**config.mk**
```make
export PLATFORM = sky130hd
export DESIGN_NAME = lsu_aligner
export DESIGN_NICKNAME = d
export VERILOG_FILES = /design/src/rtl/lsu_aligner.sv
export SDC_FILE = /design/constraint.sdc
export NUM_CORES = 1
export LEC_CHECK = 0
export CAP_MARGIN = 0
export CORE_MARGIN = 2
export CORE_UTILIZATION = 49
export CTS_CLUSTER_DIAMETER = 120
export DETAILED_ROUTE_END_ITERATION = 8
export PLACE_DENSITY = 0.86
export SETUP_SLACK_MARGIN = 0.2
export SYNTH_ARGS = -nofsm -noshare
export SYNTH_HDL_FRONTEND = slang
export SYNTH_SLANG_ARGS = --single-unit
```
**constraint.sdc**
```tcl
create_clock -name clk -period 6.02 [get_ports clk]
set_clock_uncertainty 0.05 [all_clocks]
set_input_delay 1.505 -clock clk [delete_from_list [all_inputs] [get_ports clk]]
set_output_delay 1.505 -clock clk [all_outputs]
set_load 0.01 [all_outputs]
```
**src/rtl/lsu_aligner.sv**
```systemverilog
// lsu_aligner: load/store unit that turns one byte-addressed request into an
// aligned, byte-strobed memory access and returns extended load data.
//   clk, rst            : clock, synchronous active-high reset
//   req_*               : valid/ready request channel (wen, op, addr, wdata)
//   resp_*              : valid/ready response channel (rdata, err)
//   mem_valid/mem_ready : memory request handshake (addr, wen, wdata, wstrb)
//   mem_ack/mem_rdata   : memory completion, read word valid with the ack
module lsu_aligner #(
  parameter int unsigned XLEN    = 32,
  parameter int unsigned AW      = 32,
  parameter int unsigned TIMEOUT = 255
) (
  input  logic              clk,
  input  logic              rst,
  input  logic              req_valid,
  output logic              req_ready,
  input  logic              req_wen,
  input  logic [2:0]        req_op,
  input  logic [AW-1:0]     req_addr,
  input  logic [XLEN-1:0]   req_wdata,
  output logic              resp_valid,
  input  logic              resp_ready,
  output logic [XLEN-1:0]   resp_rdata,
  output logic [1:0]        resp_err,
  output logic              mem_valid,
  input  logic              mem_ready,
  output logic              mem_wen,
  output logic [AW-1:0]     mem_addr,
  output logic [XLEN-1:0]   mem_wdata,
  output logic [XLEN/8-1:0] mem_wstrb,
  input  logic              mem_ack,
  input  logic [XLEN-1:0]   mem_rdata
);

  localparam int unsigned NB = XLEN / 8;
  localparam int unsigned OW = $clog2(NB);
  localparam int unsigned CW = $clog2(TIMEOUT + 1);

  localparam logic [1:0] ERR_OK  = 2'd0;
  localparam logic [1:0] ERR_MIS = 2'd1;
  localparam logic [1:0] ERR_TO  = 2'd2;
  localparam logic [1:0] ERR_ILL = 2'd3;

  typedef enum logic [1:0] {S_IDLE, S_ISSUE, S_WAIT, S_RESP} state_e;

  state_e          state_q, state_d;
  logic [CW-1:0]   cnt_q, cnt_d;
  logic            wen_q, wen_d;
  logic [2:0]      op_q, op_d;
  logic [OW-1:0]   off_q, off_d;
  logic [AW-1:0]   addr_q, addr_d;
  logic [XLEN-1:0] wdata_q, wdata_d;
  logic [NB-1:0]   strb_q, strb_d;
  logic [XLEN-1:0] rdata_q, rdata_d;
  logic [1:0]      err_q, err_d;

  // Request decode: lane offset, access size, classification, store lanes.
  logic [OW-1:0]   req_off;
  logic [3:0]      req_size;
  logic            req_illegal;
  logic            req_misal;
  logic [NB-1:0]   req_strb;
  logic [XLEN-1:0] req_wdata_sh;

  always_comb begin
    req_off = req_addr[OW-1:0];
    case (req_op[1:0])
      2'd0:    req_size = 4'd1;
      2'd1:    req_size = 4'd2;
      2'd2:    req_size = 4'd4;
      default: req_size = 4'd8;
    endcase
    req_illegal = (req_op == 3'd7) || (req_wen && req_op[2]) ||
                  ((XLEN == 32) && ((req_op == 3'd3) || (req_op == 3'd6)));
    req_misal    = (req_off & OW'(req_size - 4'd1)) != '0;
    req_strb     = NB'((16'd1 << req_size) - 16'd1) << req_off;
    req_wdata_sh = req_wdata << {req_off, 3'b000};
  end

  // Load extraction: shift the addressed lane down, keep size bytes, and
  // fill the upper bytes with the sign bit for signed ops.
  logic [XLEN-1:0] ld_sh;
  logic [XLEN-1:0] ld_keep;
  logic            ld_sgn;
  logic [XLEN-1:0] ld_ext;

  always_comb begin
    ld_sh = mem_rdata >> {off_q, 3'b000};
    case (op_q[1:0])
      2'd0: begin
        ld_keep = XLEN'(8'hFF);
        ld_sgn  = ld_sh[7];
      end
      2'd1: begin
        ld_keep = XLEN'(16'hFFFF);
        ld_sgn  = ld_sh[15];
      end
      2'd2: begin
        ld_keep = XLEN'(32'hFFFF_FFFF);
        ld_sgn  = ld_sh[31];
      end
      default: begin
        ld_keep = '1;
        ld_sgn  = 1'b0;
      end
    endcase
    ld_ext = (ld_sh & ld_keep) | ({XLEN{ld_sgn & ~op_q[2]}} & ~ld_keep);
  end

  // State and datapath registers.
  always_ff @(posedge clk) begin
    if (rst) begin
      state_q <= S_IDLE;
      cnt_q   <= '0;
      wen_q   <= 1'b0;
      op_q    <= '0;
      off_q   <= '0;
      addr_q  <= '0;
      wdata_q <= '0;
      strb_q  <= '0;
      rdata_q <= '0;
      err_q   <= ERR_OK;
    end else begin
      state_q <= state_d;
      cnt_q   <= cnt_d;
      wen_q   <= wen_d;
      op_q    <= op_d;
      off_q   <= off_d;
      addr_q  <= addr_d;
      wdata_q <= wdata_d;
      strb_q  <= strb_d;
      rdata_q <= rdata_d;
      err_q   <= err_d;
    end
  end

  // Next-state logic. The counter saturates at TIMEOUT so a ready taken on
  // the last ISSUE cycle still leaves WAIT exactly one cycle to see the ack.
  logic [CW-1:0] cnt_inc;
  logic          to_hit;

  always_comb begin
    state_d = state_q;
    cnt_d   = cnt_q;
    wen_d   = wen_q;
    op_d    = op_q;
    off_d   = off_q;
    addr_d  = addr_q;
    wdata_d = wdata_q;
    strb_d  = strb_q;
    rdata_d = rdata_q;
    err_d   = err_q;
    cnt_inc = (cnt_q == CW'(TIMEOUT)) ? cnt_q : cnt_q + CW'(1);
    to_hit  = (cnt_inc == CW'(TIMEOUT));
    case (state_q)
      S_IDLE: begin
        if (req_valid) begin
          wen_d   = req_wen;
          op_d    = req_op;
          off_d   = req_off;
          addr_d  = {req_addr[AW-1:OW], OW'(0)};
          wdata_d = req_wdata_sh;
          strb_d  = req_wen ? req_strb : '0;
          rdata_d = '0;
          if (req_illegal) begin
            state_d = S_RESP;
            err_d   = ERR_ILL;
          end else if (req_misal) begin
            state_d = S_RESP;
            err_d   = ERR_MIS;
          end else begin
            state_d = S_ISSUE;
            cnt_d   = '0;
          end
        end
      end
      S_ISSUE: begin
        cnt_d = cnt_inc;
        if (mem_ready) begin
          state_d = S_WAIT;
        end else if (to_hit) begin
          state_d = S_RESP;
          err_d   = ERR_TO;
          rdata_d = '0;
        end
      end
      S_WAIT: begin
        cnt_d = cnt_inc;
        if (mem_ack) begin
          state_d = S_RESP;
          err_d   = ERR_OK;
          rdata_d = wen_q ? '0 : ld_ext;
        end else if (to_hit) begin
          state_d = S_RESP;
          err_d   = ERR_TO;
          rdata_d = '0;
        end
      end
      S_RESP: begin
        if (resp_ready) begin
          state_d = S_IDLE;
          rdata_d = '0;
          err_d   = ERR_OK;
        end
      end
      default: state_d = S_IDLE;
    endcase
  end

  // Moore outputs decoded from the state register and latched payload.
  always_comb begin
    req_ready  = (state_q == S_IDLE);
    mem_valid  = (state_q == S_ISSUE);
    resp_valid = (state_q == S_RESP);
    mem_wen    = (state_q == S_ISSUE) && wen_q;
    mem_wstrb  = (state_q == S_ISSUE) ? strb_q : '0;
    mem_addr   = addr_q;
    mem_wdata  = wdata_q;
    resp_rdata = rdata_q;
    resp_err   = err_q;
  end

endmodule

```
==> reports/metrics.cfg, run 1 <==
[synthesis]
synth_area_leader_cell=dfxtp_1
synth_edf_count=0
yosysWarnings=0
synth_ff_type=dfxtp_1
ys_top_cells_by_area=dfxtp_1, nand2_1, a21oi_1
synth_top_area_share=0.383
synthArstFlopShare=0
syn_area_um2=6060
ys_seq_elements=116
avgSynthCellArea_um2=7.80
synth_cell_type_count=58
seq_area_frac_synth=0.383
netlist_instances=776

[clock_network]
numCtsBuffers=17
cts-root-buf=clkbuf_16
cts_sinks=116
cts.htree.levels=4
clk-insertion-delay-late_ns=0.42
path_clk_slew_ns=0.05
clock_path_buffers=2
cts_resized=0
cts_setup_buffers=0
cts_tree=built
postCtsHoldBufs=0

[drt]
via_per_inst=5.61
wirelength_mm=19.1
drc=0
num_vias=6365
wl_per_cell_um=16.8
drt_pass1_iterations=5
dr.first_iter.drc_count=445
ant_nets=0

[place]
place_area_um2=8130
dpl.hpwl_mm=12.9
numPortBuffers=209
gp_congestion=0.895

[floorplanning]
dieArea_um2=13300
start_util=0.502
die_height_um=115
pin_count=212
fp.dieW_um=115
rows=40
design.core.area_um2=12100

[power_and_ir_drop]
power_density_nw_per_um2=365
p_leak_nw=3.28
p_total_mw=3.19
max-vdd-ir-drop_mv=0.231

[timing]
layout_worst_path_cycle_share=0.612
slew_headroom=0.216
drv_slew=0
rsz0062_at_grt=no
setup_tns_ns=0
fmax_mhz=271
worst_slew_pin_slew_ns=1.17
fin_crit_ns=3.69
hold_viol=0
setup_viol=0

[grt]
grt_usage=0.283
grt_max_degree=77
antenna_found_initial=0
grt_overflow=0
grt_first_pass_wirelength_mm=29.6
grt_pass1_vias=5908

[final_layout]
finalNetCount=1064
layout_common_cells=clkdlybuf4s50_1, nand2_1, dfxtp_1, a21oi_1, nor2_1
final_layout_size_suffix_gt1_frac=0.0756
diodes=0
stdcell_area_um2=8740
n_fill_cell=911
final_common_cell=clkdlybuf4s50_1
area_growth_pct=44.4
multi_input_area_um2=3430
register_area_um2=2320

[job]
cap_viol_max_count=0

[setup_path]
cp.required_ns=6.31
critical_path_class=in -> reg
cp_max_fo=18
start_kind=primary input
endpoint_kind=flop
arrival_ns=3.98

[min_path]
worstHoldPathType=reg -> reg

[outcome]
status=finished clean

-- logic make-up after synthesis --
kind of cell,count (synthesis),synth area share
flops,116,0.383
compound gates,226,0.239
buf+inv,69,0.0521
simple gates,306,0.220
mux,53,0.0940
fa+ha+maj,5,0.0103
other cells,1,0.000619
-- power by group --
part | switching, mW | leakage (nW) | internal, mW
combinational | 0.728 | 2.03 | 0.478
clock | 0.353 | 0.305 | 0.689
sequential | 0.0773 | 0.944 | 0.864
total | 1.16 | 3.28 | 2.03
-- metrics by stage --
stage / worst slack (ns) / utilization / hold slack (ns) / cells
6_report: 2.33 / 0.725 / 0.402 / 1134
5_1_grt: 2.09 / 0.725 / 0.416 / 1134
4_1_cts: 2.34 / 0.725 / 0.403 / 1134
3_5_place_dp: 1.95 / 0.674 / 0.397 / 1102
3_3_place_gp: 2.05 / 0.674 / 0.388 / 1102
2_1_floorplan: 2.92 / - / 0.377 / 777
-- synthesized netlist by cell type, types with 2 or more instances --
cell type / instances
nor3_1: 20
inv_1: 11
o211ai_1: 9
a221oi_1: 11
ha_1: 5
nand3_1: 21
mux2i_1: 31
mux2_2: 21
nand4_1: 2
or2_2: 2
a311oi_1: 8
nand2b_1: 10
clkbuf_1: 40
buf_4: 3
a31oi_1: 3
a21oi_1: 100
buf_6: 5
nand2_1: 160
o21ai_0: 35
buf_2: 6
and2_1: 6
a211oi_1: 8
a41oi_1: 3
buf_1: 3
nor2b_1: 7
or3_1: 4
a22oi_1: 22
o211a_1: 7
dfxtp_1: 116
and3_2: 2
o21ai_1: 3
o32ai_1: 2
nor2_1: 65
-- layer usage --
metal | GRT usage | up-vias | wire, um
met2 | 0.467 | 292 | 8900
met1 | 0.323 | 2922 | 7610
met3 | 0.112 | 39 | 2020
met4 | 0.130 | 0 | 514
met5 | 0 | - | 0
li1 | - | 3112 | -
-- registers in the layout, indices dropped and copies added, names as in the netlist --
name	flops
wen_q	1
resp_err	2
state_q	2
mem_wdata	32
resp_rdata	32
mem_addr	30
strb_q	4
op_q	3
cnt_q	8
off_q	2
-- worst max-delay path: stages --
cell             delay (ns)
clkdlybuf4s50_1        0.51
a211oi_1               0.50
nand3_1                0.64
nor2_1                 0.51
a22oi_1                0.12
a21oi_1                0.19
-- final cells by class --
class,count,area share
Clock buffer,22,0.0554
Clock inverter,10,0.0146
Inverter,12,0.00515
Multi-Input combinational cell,592,0.392
Sequential cell,116,0.266
Tap cell,168,0.0240
Timing Repair Buffer,214,0.243
-- worst paths after layout --
path                                          startpoint                     endpoint  slack [ns]  cells past startpoint
worst max-delay path                           mem_ready   resp_rdata[7]$_SDFFE_PP0P_        2.33                      6
worst max register to register     off_q[1]$_SDFFE_PP0P_  resp_rdata[23]$_SDFFE_PP0P_        2.96                      6
worst min register to register  mem_addr[5]$_SDFFE_PP0P_     mem_addr[5]$_SDFFE_PP0P_        0.40                      2
worst min-delay path            mem_addr[5]$_SDFFE_PP0P_     mem_addr[5]$_SDFFE_PP0P_        0.40                      2
No activity file was read; power rests on OpenSTA's default activity.
==> run 2, diff against run 1 <==
--- a/config.mk
+++ b/config.mk
@@ -7,10 +7,10 @@
 export LEC_CHECK = 0
 export CAP_MARGIN = 0
 export CORE_MARGIN = 2
-export CORE_UTILIZATION = 49
+export CORE_UTILIZATION = 46
 export CTS_CLUSTER_DIAMETER = 120
 export DETAILED_ROUTE_END_ITERATION = 8
-export PLACE_DENSITY = 0.86
+export PLACE_DENSITY = 0.81
 export SETUP_SLACK_MARGIN = 0.2
 export SYNTH_ARGS = -nofsm -noshare
 export SYNTH_HDL_FRONTEND = slang
==> constraint.sdc (replaced) <==
create_clock -name clk -period 3.85 [get_ports clk]
set_clock_uncertainty 0.05 [all_clocks]
set_input_delay 0.9625 -clock clk [delete_from_list [all_inputs] [get_ports clk]]
set_output_delay 0.9625 -clock clk [all_outputs]
set_load 0.01 [all_outputs]
==> run 2 against run 1 <==
Effect of this change:
- critical path depth is 2 lower
- highest routed layer unchanged
- largest power group unchanged
- setup slack worse by 1.7 ns
- die area is 6.3% higher
==> reports/metrics.cfg, run 2 (same netlist as run 1, synthesis figures left out) <==
[final_layout]
stdcell_area_um2=8770  ; +0.37%
multi_input_area_um2=3430  ; unchanged
area_growth_pct=44.9
finalNetCount=1072  ; +0.75%
n_fill_cell=1105  ; +21%
layout_common_cells=clkdlybuf4s50_1, nand2_1, dfxtp_1, a21oi_1, nor2_1
diodes=0  ; unchanged
register_area_um2=2320  ; unchanged
final_layout_size_suffix_gt1_frac=0.0821  ; +0.00657
final_common_cell=clkdlybuf4s50_1

[timing]
worst_slew_pin_slew_ns=1.20  ; +0.0315 ns
fmax_mhz=315
drv_slew=0  ; unchanged
hold_viol=0  ; unchanged
fin_hold_ws_ns=0.400  ; -0.00231 ns
layout_worst_path_cycle_share=0.823
slew_headroom=0.195  ; -0.0212
fin_crit_ns=3.17
fin_ws_ns=0.680  ; -1.65 ns
rsz0062_at_grt=no
setup_viol=0  ; unchanged
setup_tns_ns=0  ; unchanged

[grt]
grt_pass1_vias=6021  ; +1.9%
grt_first_pass_wirelength_mm=30.6  ; +3.4%
grt_usage=0.269  ; -0.0136
antenna_found_initial=0  ; unchanged
grt_max_degree=70  ; -9.1%
grt_overflow=0  ; unchanged

[drt]
num_vias=6393  ; +0.44%
drc=0  ; unchanged
drt_pass1_iterations=8  ; +3
ant_nets=0  ; unchanged
dr.first_iter.drc_count=634  ; +42%
wirelength_mm=18.9  ; -0.54%
wl_per_cell_um=16.5  ; -1.6%
via_per_inst=5.58  ; -0.61%

[clock_network]
clk-insertion-delay-late_ns=0.42  ; about the same
numCtsBuffers=17  ; unchanged
cts_setup_buffers=0  ; unchanged
cts_resized=0  ; unchanged
cts_sinks=116  ; unchanged
cts_tree=built
cts-root-buf=clkbuf_16
clock_path_buffers=2  ; unchanged
path_clk_slew_ns=0.05  ; about the same
cts.htree.levels=4  ; unchanged
postCtsHoldBufs=0  ; unchanged

[setup_path]
critical_path_class=reg -> out
cp-startpoint=state_q[1]$_SDFFE_PP0P_
cp_max_fo=12  ; -6
endpoint_kind=primary output
start_kind=flop
worstReg2RegStart=state_q[1]$_SDFFE_PP0P_
cp.required_ns=2.84  ; -3.47 ns
arrival_ns=2.16  ; -1.82 ns

[floorplanning]
dieArea_um2=14100  ; +6.3%
start_util=0.476  ; -0.0261
rows=41  ; +2.5%
fp.dieW_um=119  ; +3.1%
die_height_um=119  ; +3.1%
design.core.area_um2=12700  ; +5.5%
pin_count=212  ; unchanged

[min_path]
worstHoldPathType=reg -> reg
min-delay-start=strb_q[2]$_SDFFE_PP0P_

[place]
numPortBuffers=209  ; unchanged
gp_congestion=0.868  ; -3.0%
dp_slack_ns=0.513  ; -1.44 ns
place_area_um2=8200  ; +0.80%
dpl.hpwl_mm=13.2  ; +2.5%

[power_and_ir_drop]
power_density_nw_per_um2=563  ; +54%
p_leak_nw=3.30  ; +0.60%
max-vdd-ir-drop_mv=0.282  ; +22%

[job]
cap_viol_max_count=0  ; unchanged

[outcome]
status=finished clean

run 2: metrics by stage:
stage | total power, mW | std cells | util
after global placement | 3.36 | 1114 | 0.644
after floorplan | 2.71 | 777 | -
final | 4.94 | 1146 | 0.690
after detailed placement | 3.39 | 1114 | 0.644
after global routing | 5.23 | 1146 | 0.690
after CTS | 4.95 | 1146 | 0.690
run 2: critical path, stage by stage, from the launching register on:
cell	delay (ns)
dfxtp_1	0.38
inv_1	0.11
ha_1	0.44
and2_1	0.19
clkdlybuf4s50_1	0.62
run 2: final timing paths:
check,to,slack (ns),cells past startpoint
min,strb_q[2]$_SDFFE_PP0P_,0.40,2
max reg2reg,resp_rdata[26]$_SDFFE_PP0P_,1.03,8
max,mem_wen,0.68,4
min reg2reg,strb_q[2]$_SDFFE_PP0P_,0.40,2
run 2: power breakdown:
part | total (mW) | switching [mW] | leakage (nW) | internal, mW
Clock | 1.55 | 0.556 | 0.285 | 0.995
Sequential | 1.45 | 0.103 | 0.944 | 1.35
Combinational | 1.93 | 1.16 | 2.07 | 0.774
run 2: area by class of cell:
| class | instances | area share |
|---|---|---|
| Inverter | 12 | 0.00513 |
| Sequential cell | 116 | 0.265 |
| Multi-Input combinational cell | 592 | 0.390 |
| Tap cell | 172 | 0.0245 |
| Clock buffer | 22 | 0.0540 |
| Timing Repair Buffer | 222 | 0.249 |
| Clock inverter | 10 | 0.0120 |
run 2: routing by layer:
metal	global-route usage	up-vias	part of all wire
li1	-	3116	-
met1	0.323	2941	0.41
met2	0.431	298	0.47
met3	0.116	38	0.11
met4	0.0938	0	0.019
met5	0	-	0
==> run 3, diff against run 2 <==
==> constraint.sdc (replaced) <==
create_clock -name clk -period 3 [get_ports clk]
set_clock_uncertainty 0.05 [all_clocks]
set_input_delay 0.75 -clock clk [delete_from_list [all_inputs] [get_ports clk]]
set_output_delay 0.75 -clock clk [all_outputs]
set_load 0.01 [all_outputs]
==> run 3 against run 2 <==
Effect of this change:
- die area unchanged
- register-to-register slack lost 0.67 ns
- count of clock-buffer cells in the layout shrank 5
- utilization up 2.4 points
- sequential cell count unchanged
- final area increased by 3.4%
- largest cell class unchanged
- largest power group unchanged
==> reports/metrics.cfg, run 3 (same netlist as run 1, synthesis figures left out) <==
[min_path]
worstHoldPathType=reg -> reg

[place]
dpl.hpwl_mm=13.6  ; +2.6%
gp_congestion=0.932  ; +7.4%
numPortBuffers=209  ; unchanged
dp_slack_ns=0.0954  ; -0.417 ns

[power_and_ir_drop]
power_density_nw_per_um2=762  ; +35%
max-vdd-ir-drop_mv=0.461  ; +63%
p_total_mw=6.92  ; +40%
p_leak_nw=3.45  ; +4.6%

[clock_network]
path_clk_slew_ns=0.05  ; about the same
cts_setup_buffers=0  ; unchanged
cts_sinks=116  ; unchanged
cts_tree=built
numCtsBuffers=17  ; unchanged
clock_path_buffers=2  ; unchanged
postCtsHoldBufs=0  ; unchanged
cts-root-buf=clkbuf_16
clk-insertion-delay-late_ns=0.41  ; about the same
cts.htree.levels=4  ; unchanged

[timing]
layout_worst_path_cycle_share=0.920
slew_headroom=0.0681  ; -0.127
worst_slew_pin_slew_ns=1.39  ; +0.189 ns
fin_crit_ns=2.76
fmax_mhz=362
drv_slew=0  ; unchanged
hold_viol=0  ; unchanged
setup_viol=0  ; unchanged
setup_tns_ns=0  ; unchanged
fin_ws_ns=0.240  ; -0.440 ns
rsz0062_at_grt=yes

[final_layout]
final_layout_size_suffix_gt1_frac=0.0991  ; +0.0170
final_common_cell=clkdlybuf4s50_1
finalNetCount=1088  ; +1.5%
finish.utilization=0.713  ; +0.0235
layout_common_cells=clkdlybuf4s50_1, nand2_1, dfxtp_1, a21oi_1, nor2_1
area_growth_pct=49.8
diodes=0  ; unchanged

[floorplanning]
design.core.area_um2=12700  ; unchanged
die_height_um=119  ; unchanged
fp.dieW_um=119  ; unchanged
dieArea_um2=14100  ; unchanged
pin_count=212  ; unchanged
start_util=0.476  ; unchanged
rows=41  ; unchanged

[setup_path]
endpoint_kind=primary output
critical_path_class=reg -> out
arrival_ns=1.96  ; -0.20 ns
cp_max_fo=6  ; -6
cp.required_ns=2.20  ; -0.64 ns
r2r_slack_ns=0.36  ; -0.67 ns
start_kind=flop

[drt]
via_per_inst=5.58  ; about the same
drt_pass1_iterations=8  ; unchanged
num_vias=6476  ; +1.3%
ant_nets=0  ; unchanged
drc=0  ; unchanged
wl_per_cell_um=16.7  ; +1.2%
wirelength_mm=19.4  ; +2.5%
dr.first_iter.drc_count=666  ; +5.0%

[grt]
grt_overflow=0  ; unchanged
grt_first_pass_wirelength_mm=31.6  ; +3.2%
antenna_found_initial=0  ; unchanged
grt_usage=0.276  ; +0.00688
grt_pass1_vias=6346  ; +5.4%
grt_max_degree=77  ; +10%

[job]
cap_viol_max_count=0  ; unchanged

[outcome]
status=finished clean

## run 3: worst paths after layout
path	start	endpoint	cells past startpoint
worst max-delay path	state_q[1]$_SDFFE_PP0P_	req_ready	4
worst min-delay path	mem_addr[19]$_SDFFE_PP0P_	mem_addr[19]$_SDFFE_PP0P_	2
worst max register to register	state_q[1]$_SDFFE_PP0P_	mem_wdata[5]$_SDFFE_PP0P_	7
worst min register to register	mem_addr[19]$_SDFFE_PP0P_	mem_addr[19]$_SDFFE_PP0P_	2
## run 3: layer usage
metal | track usage | part of all wire | vias up
met4 | 0.129 | 0.030 | 0
met1 | 0.325 | 0.41 | 3009
li1 | - | - | 3154
met3 | 0.103 | 0.097 | 44
met2 | 0.445 | 0.46 | 269
met5 | 0 | 0 | -
## run 3: area by class of cell
type                       count  area [um2]
inverter                      12        45.0
multi-input combinational    592        3450
fill                        1018        3650
tap                          172         215
sequential                   116        2320
clock buffer                  17         425
timing repair buffer         238        2360
clock inverter                14         259
## run 3: power by group
part | internal (mW) | total, mW | leakage (nW) | switching [mW]
sequential | 1.73 | 1.87 | 0.944 | 0.137
combinational | 1.13 | 2.68 | 2.18 | 1.55
clock | 1.63 | 2.37 | 0.321 | 0.735
## run 3: worst max-delay path, stage by stage (launching register included)
cell	delay (ns)
dfxtp_1	0.37
inv_1	0.14
ha_1	0.29
buf_4	0.19
clkdlybuf4s50_1	0.56
## run 3: through the flow
stage                     cells  hold slack, ns  area, um2
after global routing       1161           0.417       9070
after global placement     1130           0.385       8370
final                      1161           0.401       9070
after CTS                  1161           0.403       9060
after detailed placement   1130           0.390       8370
after floorplan             777           0.377       6060
## run 3: repair_timing
action / 4_1_cts / 5_1_grt
pin swaps: 0 / 0
gates resized for setup: 2 / 2
hold endpoints to repair: 0 / 0
endpoints found under the setup margin: 6 / 3
